==> src/rtl/shift_counter_pkg.sv <==
// -----------------------------------------------------------------------------
// shift_counter_pkg
// Shared definitions for the ring / Johnson shift-counter step logic.
//   MODE_RING / MODE_JOHNSON : encodings of the 1-bit mode select.
//   MAX_WIDTH                : widest state the helper functions accept.
//   onehot(code)             : 1 when exactly one bit of code is set.
//   johnson_legal(width,code): 1 when code[width-1:0] is one of the 2*width
//                              Johnson codes (a single run of ones anchored
//                              at either end, including all-zero and all-one).
// Callers zero-extend their state to MAX_WIDTH before calling the helpers.
// -----------------------------------------------------------------------------
package shift_counter_pkg;

    localparam logic MODE_RING    = 1'b0;
    localparam logic MODE_JOHNSON = 1'b1;

    localparam int MAX_WIDTH = 32;

    // Exactly one bit set. Bits above the caller's width are zero, so they
    // never contribute to the count.
    function automatic logic onehot(input logic [MAX_WIDTH-1:0] code);
        int ones;
        ones = 0;
        for (int i = 0; i < MAX_WIDTH; i++) begin
            ones = ones + int'(code[i]);
        end
        return (ones == 1);
    endfunction

    // A Johnson code has at most one boundary between adjacent bits where the
    // value flips: zero flips means all-zero or all-one, one flip means a run
    // of ones touching either the MSB or the LSB. Two or more flips means a
    // floating run or a broken pattern.
    function automatic logic johnson_legal(input int width,
                                           input logic [MAX_WIDTH-1:0] code);
        int flips;
        flips = 0;
        for (int i = 0; i < MAX_WIDTH - 1; i++) begin
            if (i < width - 1) begin
                flips = flips + int'(code[i] ^ code[i+1]);
            end
        end
        return (flips <= 1);
    endfunction

endpackage

==> src/rtl/shift_next_logic.sv <==
// -----------------------------------------------------------------------------
// shift_next_logic
// Purely combinational next-state and legality check for a shift counter.
// Ports:
//   mode         : 0 = ring, 1 = Johnson.
//   state_in     : current state {D..A}, MSB = D.
//   state_next   : state shifted one place toward the LSB; the vacated MSB
//                  takes A (ring) or ~A (Johnson).
//   illegal_next : state_in is not a legal code for mode.
// -----------------------------------------------------------------------------
module shift_next_logic
    import shift_counter_pkg::*;
#(
    parameter int WIDTH = 4
) (
    input  logic             mode,
    input  logic [WIDTH-1:0] state_in,
    output logic [WIDTH-1:0] state_next,
    output logic             illegal_next
);

    logic [MAX_WIDTH-1:0] state_ext;
    logic                 feedback_bit;

    always_comb begin
        // NOTE: every output of a combinational block gets a value on every
        // path, here by assigning defaults first, so no latch is inferred.
        state_ext    = '0;
        feedback_bit = state_in[0];
        illegal_next = 1'b0;

        state_ext[WIDTH-1:0] = state_in;

        if (mode == MODE_JOHNSON) begin
            feedback_bit = ~state_in[0];
            illegal_next = ~johnson_legal(WIDTH, state_ext);
        end else begin
            illegal_next = ~onehot(state_ext);
        end

        // Illegal codes are shifted just like legal ones; nothing self-corrects.
        state_next = {feedback_bit, state_in[WIDTH-1:1]};
    end

endmodule

==> src/rtl/johnson_ring_step.sv <==
// -----------------------------------------------------------------------------
// johnson_ring_step
// Registered next-state stage of a ring / Johnson shift counter. The loop is
// closed outside this block by feeding state_out back into state_in.
// Ports:
//   clk       : rising-edge clock.
//   rst       : asynchronous active-high reset; clears both outputs at once.
//   mode      : 0 = ring, 1 = Johnson; applies at the very next edge.
//   state_in  : current state, sampled only at the rising edge.
//   state_out : registered next state (one clock of latency).
//   illegal   : registered flag, state_in was not legal for mode at the
//               last capture edge. Informational only.
// -----------------------------------------------------------------------------
module johnson_ring_step
    import shift_counter_pkg::*;
#(
    parameter int WIDTH = 4
) (
    input  logic             clk,
    input  logic             rst,
    input  logic             mode,
    input  logic [WIDTH-1:0] state_in,
    output logic [WIDTH-1:0] state_out,
    output logic             illegal
);

    logic [WIDTH-1:0] state_next;
    logic             illegal_next;

    shift_next_logic #(
        .WIDTH (WIDTH)
    ) u_next (
        .mode         (mode),
        .state_in     (state_in),
        .state_next   (state_next),
        .illegal_next (illegal_next)
    );

    always_ff @(posedge clk or posedge rst) begin
        if (rst) begin
            state_out <= '0;
            illegal   <= 1'b0;
        end else begin
            // NOTE: non-blocking assignments so every register samples the
            // pre-edge values, independent of statement order.
            state_out <= state_next;
            illegal   <= illegal_next;
        end
    end

endmodule

==> config.mk <==
export PLATFORM = sky130hd
export DESIGN_NAME = johnson_ring_step
export DESIGN_NICKNAME = d
export VERILOG_FILES = /design/src/rtl/shift_counter_pkg.sv /design/src/rtl/shift_next_logic.sv /design/src/rtl/johnson_ring_step.sv
export SDC_FILE = /design/constraint.sdc
export NUM_CORES = 1
export LEC_CHECK = 0
export CAP_MARGIN = 30
export CORE_AREA = 2 2 39 41
export CTS_CLUSTER_DIAMETER = 30
export DETAILED_ROUTE_END_ITERATION = 7
export DIE_AREA = 0 0 41 43
export GPL_ROUTABILITY_DRIVEN = 0
export GPL_TIMING_DRIVEN = 0
export PLACE_DENSITY = 0.42
export SLEW_MARGIN = 40
export SYNTH_ARGS = -nofsm -noshare
export SYNTH_HDL_FRONTEND = slang
export SYNTH_SLANG_ARGS = --single-unit
==> constraint.sdc <==
create_clock -name clk -period 0.9 [get_ports clk]
set_clock_uncertainty 0.2 [all_clocks]
set_input_delay 0.135 -clock clk [delete_from_list [all_inputs] [get_ports clk]]
set_output_delay 0.135 -clock clk [all_outputs]
set_load 0.005 [all_outputs]
==> impl_metrics.tcl <==
set metrics [dict create \
    outcome "complete, but fails checks" \
    violations "hold timing, setup timing" \
    nNetsFinal 45 \
    fin_util_pct 30.7 \
    critPathMaxFanout 3 \
    clock_sinks 5 \
    arrival_ns 1.36 \
    whs_path_depth 2 \
    htreeDepth 1 \
    drive_gt1_share_pct 45.5 \
    coreArea_sq_um 1380 \
    slew_headroom_pct 87.5 \
    hold_viol 7 \
    grt_max_degree 6 \
    max-cap-violations 0 \
    grt_antenna_before_repair 0 \
    clock.fmax_mhz 691 \
    cts_tree "done" \
    cts_buffer_depth 2 \
    start_kind "input pin" \
    wirelength_um 471 \
    numCtsBuffers 3 \
    synth_top_cell_by_area "dfrtp_1" \
    drtPass1Iterations 1 \
    post-route-period-util_pct 161 \
    ir_worst_vdd_uv 456 \
    grt_pass1_vias 204 \
    use_met1_pct 6.51 \
    rsz0062_at_grt "true" \
    clockRootBuffer "clkbuf_4" \
    numPortBuffers 11 \
    synth_top_area_share_pct 53.2 \
    synth_edf_count 0 \
    rows 14 \
    ys_warn_count 0 \
    max_slew.worst_pin.slew_ns 0.187 \
    hold_class "input pin to flip-flop" \
    ant_nets 0 \
    synth_seq_cells 5 \
    synth.distinct_cells 8 \
    path_class "input pin to flip-flop" \
    holdWs_ns -0.124 \
    cp-startpoint "state_in[1]" \
    globalRouteOverflowTotal 0 \
    holdPathEnd "state_out[3]$_DFF_PP0_" \
    die_w_um 41 \
    grt_use_met2_pct 10.6 \
    worstSetupEndpointType "flip-flop" \
    seq_area_frac_synth_pct 53.2 \
    fp.dieH_um 43 \
    holdBufCountCts 1 \
    start_util_pct 17.0 \
    drt_iter0_drc 0 \
    netlist_area_sq_um 235 \
    min_from "state_in[0]" \
    crit_required_ns 0.81 \
    cts_setup_buffers 0 \
    setup_viol 6 \
    layout_min_cycle_time_ns 1.45 \
    power.leakage_nw 0.189 \
    ios 12 \
    grt_pass1_wl_um 738 \
    die_area_sq_um 1760 \
    top_usage_layer "met2" \
    design_area_sq_um 425 \
    ys_top_cells_by_area "dfrtp_1 53%, ha_1 16%, xor2_1 11%" \
    synth.most_common_cell "dfrtp_1" \
    area_delta_synth_final_pct 80.9 \
    tns_ns -1.23 \
    clk_pin_slew_ns 0.04 \
    placed_area_sq_um 399 \
    synth-main-ff-cell "dfrtp_1" \
    grt_util_met3_pct 1.57 \
    finalPower_w 0.000655 \
    wl_per_cell_um 9.61 \
    numPlacedInstances 44 \
    antenna_cells 0 \
    async_flop_share_pct 100 \
    final_cells 49 \
    avgSynthCellArea_sq_um 13.8 \
    post_drt_via_cell_ratio 3.67 \
    slew_viol_final 0 \
    synth_nets 28 \
    layout_setup_ws_ns -0.547 \
    yosys-top-cells-count "5 x dfrtp_1, 3 x ha_1, 3 x xor2_1, 2 x inv_1" \
    power_density_nw_per_um2 1540 \
    drc 0 \
    vias 180 \
    dpl.hpwl_um 402 \
    syn_inst 17 \
    grtUsageTotal_pct 6.96 \
]
-- critical path, stage by stage --
cell and delay [ns]:
buf_8 0.10, ha_4 0.23, fa_2 0.36, ha_4 0.23
nor4b_4 0.23, a31oi_1 0.06
-- cells in the final DEF, fill, tap and decap left out --
cell type / n
ha_4: 2
dlygate4sd3_1: 1
dfrtp_1: 5
nor4b_4: 1
nand2_1: 1
dlygate4sd2_1: 1
xor2_1: 3
fa_2: 1
buf_8: 1
clkbuf_1: 1
inv_1: 2
buf_6: 1
buf_2: 5
clkdlybuf4s15_2: 1
clkbuf_4: 3
a31oi_1: 1
clkdlybuf4s50_1: 2
ha_1: 1
-- where the power goes --
part	total (W)	internal, W	switching, W	leakage (nW)
clock	0.000249	0.000167	0.0000822	0.0150
combinational	0.000157	0.0000937	0.0000635	0.116
sequential	0.000249	0.000245	0.00000386	0.0575
total	0.000655	0.000506	0.000150	0.189
-- what timing repair did --
action / in CTS / in global routing
hold endpoints to repair: 8 / 7
setup endpoints to repair: 6 / 6
gates resized for setup: 36 / 1
pin swaps: 4 / 0
-- worst max path at each step --
stage | endpoint | slack [ns]
global placement | illegal$_DFF_PP0_ | -1.28
finish | illegal$_DFF_PP0_ | -0.55
floorplan | illegal$_DFF_PP0_ | -0.64
detailed placement | illegal$_DFF_PP0_ | -1.27
CTS | illegal$_DFF_PP0_ | -0.55
global route | illegal$_DFF_PP0_ | -0.57
-- sequential cells by signal, summed over array words and instances (netlist names) --
signal / flops
state_out: 4
illegal: 1
-- stage by stage --
step / worst slack [ns] / hold slack [ns]
finish: -0.547 / -0.124
global route: -0.565 / -0.122
CTS: -0.553 / -0.134
detailed placement: -1.27 / 0.152
global placement: -1.28 / 0.142
floorplan: -0.640 / -0.286
-- final cells by class --
type / instances / area (sq um)
fill: 142 / 958
multi-input combinational: 10 / 145
sequential: 5 / 125
timing repair buffer: 12 / 101
clock buffer: 4 / 26.3
tap: 16 / 20.0
inverter: 2 / 7.51
-- per-layer routing --
metal / vias up / share of wire [%]
li1: 87 / -
met1: 82 / 32
met2: 11 / 52
met3: 0 / 15
met4: 0 / 0
met5: - / 0
-- kinds of logic after synthesis --
family | share of synthesized area [%]
xor gates and xnor gates | 11.2
AOI/OAI and AO/OA | 2.66
adders and majority gates | 24.5
and+or+nand+nor | 5.32
buffers and inverters | 3.19
DFF | 53.2
(Power assumes the default switching activity.)
